<file path="src/rtl/cpu_pkg.sv">
// Shared CPU definitions: opcodes, ALUOp encodings, ID/EX control and payload records.
package cpu_pkg;

  localparam logic [6:0] OP_IMM    = 7'b0010011;
  localparam logic [6:0] OP_REG    = 7'b0110011;
  localparam logic [6:0] OP_BRANCH = 7'b1100011;
  localparam logic [6:0] OP_LOAD   = 7'b0000011;
  localparam logic [6:0] OP_STORE  = 7'b0100011;
  localparam logic [6:0] OP_VEC    = 7'b1010111;

  typedef enum logic [1:0] {
    ALU_MEM    = 2'b00,
    ALU_BRANCH = 2'b01,
    ALU_RTYPE  = 2'b10,
    ALU_ITYPE  = 2'b11
  } aluop_e;

  // Decoder control word, MSB first; the bit offsets below match the struct layout.
  typedef struct packed {
    logic   mem_to_reg;
    logic   mem_read;
    logic   mem_write;
    logic   reg_write;
    aluop_e alu_op;
    logic   alu_src;
    logic   imm_sel;
    logic   vec;
  } ctl_t;

  localparam int CTL_W        = 9;
  localparam int CTL_MEMTOREG = 8;
  localparam int CTL_MEMREAD  = 7;
  localparam int CTL_MEMWRITE = 6;
  localparam int CTL_REGWRITE = 5;
  localparam int CTL_ALUOP_HI = 4;
  localparam int CTL_ALUOP_LO = 3;
  localparam int CTL_ALUSRC   = 2;
  localparam int CTL_IMMSEL   = 1;
  localparam int CTL_VEC      = 0;

  // Operand payload carried unmodified from decode into execute.
  typedef struct packed {
    logic [31:0] pc;
    logic [31:0] rs1_data;
    logic [31:0] rs2_data;
    logic [31:0] imm;
    logic [4:0]  rs1_addr;
    logic [4:0]  rs2_addr;
    logic [4:0]  rd_addr;
    logic [2:0]  funct3;
    logic [6:0]  funct7;
  } payload_t;

  // Vector-immediate forms reuse the rs1 field for the immediate, so it is not a register read.
  function automatic logic is_vec_imm(ctl_t c);
    return c.vec & c.imm_sel;
  endfunction

endpackage

</file>
<file path="src/rtl/hazard_detect.sv">
// Load-use comparator: the instruction in EX is a load whose destination the decode-stage
// instruction is about to read.
module hazard_detect (
  input  logic       ex_valid_i,
  input  logic       ex_mem_read_i,
  input  logic [4:0] ex_rd_i,
  input  logic       id_valid_i,
  input  logic       id_vec_imm_i,
  input  logic       id_alu_src_i,
  input  logic       id_mem_write_i,
  input  logic [4:0] id_rs1_i,
  input  logic [4:0] id_rs2_i,
  output logic       hazard_o
);

  logic rs1_hit, rs2_hit;

  // rs2 is only a real source when the ALU takes it or a store writes it out; x0 never stalls.
  always_comb begin
    rs1_hit  = (ex_rd_i == id_rs1_i) & ~id_vec_imm_i;
    rs2_hit  = (ex_rd_i == id_rs2_i) & (~id_alu_src_i | id_mem_write_i);
    hazard_o = id_valid_i & ex_valid_i & ex_mem_read_i & (ex_rd_i != 5'd0) & (rs1_hit | rs2_hit);
  end

endmodule

</file>
<file path="src/rtl/id_ex_pipe.sv">
// ID/EX pipeline register with load-use bubble insertion, EX back-pressure hold and flush.
module id_ex_pipe
  import cpu_pkg::*;
(
  input  logic        clk_i,
  input  logic        rst_i,
  input  logic        valid_i,
  output logic        ready_o,
  input  logic [8:0]  ctl_i,
  input  logic [31:0] pc_i,
  input  logic [31:0] rs1_data_i,
  input  logic [31:0] rs2_data_i,
  input  logic [31:0] imm_i,
  input  logic [4:0]  rs1_addr_i,
  input  logic [4:0]  rs2_addr_i,
  input  logic [4:0]  rd_addr_i,
  input  logic [2:0]  funct3_i,
  input  logic [6:0]  funct7_i,
  input  logic        ex_ready_i,
  input  logic        flush_i,
  output logic [8:0]  ctl_o,
  output logic [31:0] pc_o,
  output logic [31:0] rs1_data_o,
  output logic [31:0] rs2_data_o,
  output logic [31:0] imm_o,
  output logic [4:0]  rs1_addr_o,
  output logic [4:0]  rs2_addr_o,
  output logic [4:0]  rd_addr_o,
  output logic [2:0]  funct3_o,
  output logic [6:0]  funct7_o,
  output logic        valid_o,
  output logic        stall_o,
  output logic [15:0] perf_bubbles_o
);

  ctl_t     ctl_in, ctl_q, ctl_d;
  payload_t data_in, data_q, data_d;
  logic     valid_q, valid_d;
  logic [15:0] perf_q, perf_d;
  logic     stall;

  assign ctl_in  = ctl_t'(ctl_i);
  assign data_in = '{pc: pc_i, rs1_data: rs1_data_i, rs2_data: rs2_data_i, imm: imm_i,
                     rs1_addr: rs1_addr_i, rs2_addr: rs2_addr_i, rd_addr: rd_addr_i,
                     funct3: funct3_i, funct7: funct7_i};

  hazard_detect u_hazard (
    .ex_valid_i     (valid_q),
    .ex_mem_read_i  (ctl_q.mem_read),
    .ex_rd_i        (data_q.rd_addr),
    .id_valid_i     (valid_i),
    .id_vec_imm_i   (is_vec_imm(ctl_in)),
    .id_alu_src_i   (ctl_in.alu_src),
    .id_mem_write_i (ctl_in.mem_write),
    .id_rs1_i       (rs1_addr_i),
    .id_rs2_i       (rs2_addr_i),
    .hazard_o       (stall)
  );

  assign stall_o = stall;
  assign ready_o = ex_ready_i & ~stall & ~flush_i;

  // Next state: flush > hold > bubble > load > drain. Going empty clears control but leaves
  // stale operand data in place, since nothing downstream looks at it without valid.
  always_comb begin
    valid_d = valid_q;
    ctl_d   = ctl_q;
    data_d  = data_q;
    perf_d  = perf_q;
    if (flush_i) begin
      valid_d = 1'b0;
      ctl_d   = '0;
    end else if (!ex_ready_i) begin
      // hold: EX is busy, keep everything
    end else if (stall) begin
      valid_d = 1'b0;
      ctl_d   = '0;
      if (perf_q != 16'hFFFF) perf_d = perf_q + 16'd1;
    end else if (valid_i) begin
      valid_d = 1'b1;
      ctl_d   = ctl_in;
      data_d  = data_in;
    end else begin
      valid_d = 1'b0;
      ctl_d   = '0;
    end
  end

  // Pipeline register with asynchronous clear of every output.
  always_ff @(posedge clk_i or posedge rst_i) begin
    if (rst_i) begin
      valid_q <= 1'b0;
      ctl_q   <= '0;
      data_q  <= '0;
      perf_q  <= '0;
    end else begin
      valid_q <= valid_d;
      ctl_q   <= ctl_d;
      data_q  <= data_d;
      perf_q  <= perf_d;
    end
  end

  assign valid_o        = valid_q;
  assign ctl_o          = ctl_q;
  assign pc_o           = data_q.pc;
  assign rs1_data_o     = data_q.rs1_data;
  assign rs2_data_o     = data_q.rs2_data;
  assign imm_o          = data_q.imm;
  assign rs1_addr_o     = data_q.rs1_addr;
  assign rs2_addr_o     = data_q.rs2_addr;
  assign rd_addr_o      = data_q.rd_addr;
  assign funct3_o       = data_q.funct3;
  assign funct7_o       = data_q.funct7;
  assign perf_bubbles_o = perf_q;

endmodule

</file>
<file path="config.mk">
export PLATFORM = sky130hd
export DESIGN_NAME = id_ex_pipe
export DESIGN_NICKNAME = d
export VERILOG_FILES = /design/src/rtl/cpu_pkg.sv /design/src/rtl/hazard_detect.sv /design/src/rtl/id_ex_pipe.sv
export SDC_FILE = /design/constraint.sdc
export NUM_CORES = 1
export LEC_CHECK = 0
export CAP_MARGIN = 20
export CELL_PAD_IN_SITES_DETAIL_PLACEMENT = 0
export CELL_PAD_IN_SITES_GLOBAL_PLACEMENT = 1
export CORE_MARGIN = 2
export CORE_UTILIZATION = 25
export DETAILED_ROUTE_END_ITERATION = 6
export PLACE_DENSITY = 0.64
export SKIP_CTS_REPAIR_TIMING = 1
export SYNTH_ARGS = -nofsm -noshare
export SYNTH_HDL_FRONTEND = slang
export SYNTH_SLANG_ARGS = --single-unit
</file>
<file path="constraint.sdc">
create_clock -name clk_i -period 8.6 [get_ports clk_i]
set_input_delay 2.15 -clock clk_i [delete_from_list [all_inputs] [get_ports clk_i]]
set_output_delay 2.15 -clock clk_i [all_outputs]
set_load 0.03 [all_outputs]
</file>
==> results.toml <==
[power]
switchingPower_mw = 0.886
vdd_drop_max_mv = 0.102
pwr-share-clk_pct = 28.8
intPower_mw = 1.78
power.density_mw_per_mm2 = 233
comb_power_share_pct = 31.7
switching_share_pct = 33.2
p_leak_nw = 4.60
p_seq_share_pct = 39.5

[place]
place.port_buffers = 347
dp_hpwl_mm = 14.9
place.gp.congestion = 0.727

[route]
antenna_left = 0
first_pass_iters = 4
via_count = 4949
drt_iter0_drc = 172
viasPerCell = 4.14
wl_per_cell_um = 17.1
drc = 0
finalWirelength_mm = 20.4

[setup_path]
cp.required_ns = 6.45
r2r_slack_ns = 5.57
end_kind = "primary output"
cp_num_buf_inv = 4
critical_path_peak_fanout = 17
crit_top_cell = "clkdlybuf4s50_1"
r2r-end = "pc_o[29]"
cp_slowest_stage_delay_ns = 0.67
path_cells = "clkdlybuf4s50_1 > inv_1 > o21ai_0 > o22ai_2 > buf_4 > and2_1 > nor2_1 > clkdlybuf4s50_1"
rr_worst_depth = 5
critical_path_class = "in2out"
r2r_start = "rd_addr_o[2]"
crit_family = "buffers and inverters"
slowest_stage = "clkdlybuf4s50_1"
startpoint_type = "input port"
arrival_ns = 4.36

[clock_network]
cts_sinks = 179
cts_max_path_buffers = 2
numCtsBuffers = 17
clock_latency_ns = 0.42
root_buffer = "clkbuf_16"
h-tree-depth = 4
cts.clk_slew.worst_paths_ns = 0.07
cts_tree = "yes"

[worst_hold_path]
hold_start = "imm_o[13]"
min_path_cells = 1
hp-class = "reg2reg"
holdPathEnd = "imm_o[13]"

[synthesis]
syn_nets = 619
synth_seq_cells = 179
postSynthAreaPerCell_sq_um = 15.7
seq_area_frac_synth_pct = 63.4
synth_common_cells = "179 x dfrtp_1, 94 x mux2_2, 60 x mux2_1, 25 x xnor2_1, 13 x nand3_1"
ys_warn_count = 0
ys.flop_type = "dfrtp_1"
ys_top_cells_by_area = "dfrtp_1 63%, mux2_2 15%, mux2_1 9.6%, xnor2_1 3.1%, buf_8 1.5%"
synth_top_area_share_pct = 63.4
synth_largest_area_cell = "dfrtp_1"
synthCells = 451
synth_cell_type_count = 30
async_flop_share_pct = 100
synth_area_sq_mm = 0.00707
synth-edff-count = 0
synth_most_common_cell = "dfrtp_1"

[finish]
fillers = 2696
nNetsFinal = 970
multi_input_area_sq_mm = 0.00238
utilization_pct = 41.2
regArea_sq_mm = 0.00448
drive_above_1_share_pct = 16.4
area_growth_pct = 62.0

[floorplanning]
initial_utilization_pct = 25.5
die-area_sq_mm = 0.0296
die_h_um = 172
core_area_sq_mm = 0.0278
rows = 61
ioPinCount = 348
die_x_um = 172

[sta]
finalSetupTns_ns = 0
fmax_mhz = 154
setup_viol = 0
period_share_pct = 75.7
slew_headroom_pct = 38.3
final-hold-violation-count = 0
drv_slew = 0
layout_min_cycle_time_ns = 6.51
finalClockSkew_ns = 0.0144
rsz0062_at_grt = "no"
tightest_slew_ns = 0.925

[job]
drv_cap = 0

[global_route]
grt_pass1_vias = 5203
grt_max_degree = 113
antenna_found_initial = 2
grt_pass1_wl_mm = 30.1
grt_usage_pct = 13.4
overflow = 0

[run_status]
outcome = "finished clean"
## power by group through the flow
stage | registers [mW] | logic, mW | clock network [mW]
finish | 1.05 | 0.844 | 0.767
CTS | 1.06 | 0.856 | 0.806
floorplan | 1.34 | 0.158 | 0
detailed placement | 1.07 | 0.854 | 0
global route | 1.07 | 0.888 | 0.835
global placement | 1.07 | 0.854 | 0
## through the flow
stage               cells  worst slack [ns]  area [sq um]  hold WS [ns]  total power, mW
finish               1195              2.09         11500         0.486             2.66
global route         1194              2.00         11500         0.497             2.80
CTS                  1193              2.05         11400         0.490             2.72
detailed placement   1161              2.05         10900         0.474             1.93
global placement     1161              2.05         10900         0.466             1.92
floorplan             451              1.59          7070         0.482             1.50
## layer usage
layer	part of all wire, %	GRT usage (%)	up-vias
li1	-	-	2311
met1	42	16.4	2412
met2	47	21.9	213
met3	9.9	5.22	13
met4	1.2	3.65	0
met5	0	0	-
## state kept, by name, summed over array words and instances, names as in the netlist
name	count
pc_o	32
rs1_data_o	32
ctl_o	9
imm_o	32
funct7_o	7
rd_addr_o	5
funct3_o	3
rs2_data_o	32
rs2_addr_o	5
rs1_addr_o	5
perf_bubbles_o	16
valid_o	1
## cell families after synthesis
family | after synthesis | share of synthesized area [%]
muxes | 154 | 24.5
adders and majority gates | 1 | 0.177
AOI/OAI and AO/OA | 15 | 1.82
xor gates and xnor gates | 25 | 3.10
buffers and inverters | 26 | 3.13
DFF | 179 | 63.4
and+or+nand+nor | 51 | 3.89
## area by class of cell
type                       instances  area share, %
antenna                            2         0.0437
clock buffer                      20           3.99
inverter                           5          0.229
sequential                       179           39.1
multi-input combinational        246           20.8
timing repair buffer             353           30.7
tap                              378           4.13
clock inverter                    12           1.03
## worst max path at each step
stage                             start       end  slack, ns  depth (start not counted)
after floorplan                   rst_i  ctl_o[0]       1.59                          1
after global placement    rs2_addr_i[4]   stall_o       2.05                          7
after detailed placement  rs2_addr_i[4]   stall_o       2.05                          7
after CTS                 rs2_addr_i[4]   stall_o       2.05                          7
after global routing           ctl_i[2]   ready_o       2.00                          8
final                          ctl_i[2]   ready_o       2.09                          8
## layout by cell type, fill, tap and decap left out, types with 2 or more instances in the layout
cell type and instances:
a22o_1 9, and3_1 3, buf_4 6, clkbuf_16 17, clkbuf_8 2, clkdlybuf4s50_1 347
clkinv_4 3, clkinvlp_4 2, dfrtp_1 179, diode_2 2, inv_1 4, inv_6 3
inv_8 4, mux2_1 60, mux2_2 94, nand2_1 7, nand3_1 13, nand4_1 8
nor2_1 5, nor3_1 4, nor4_1 3, o21ai_0 2, xnor2_1 25
Power figures use the tool's default switching activity.
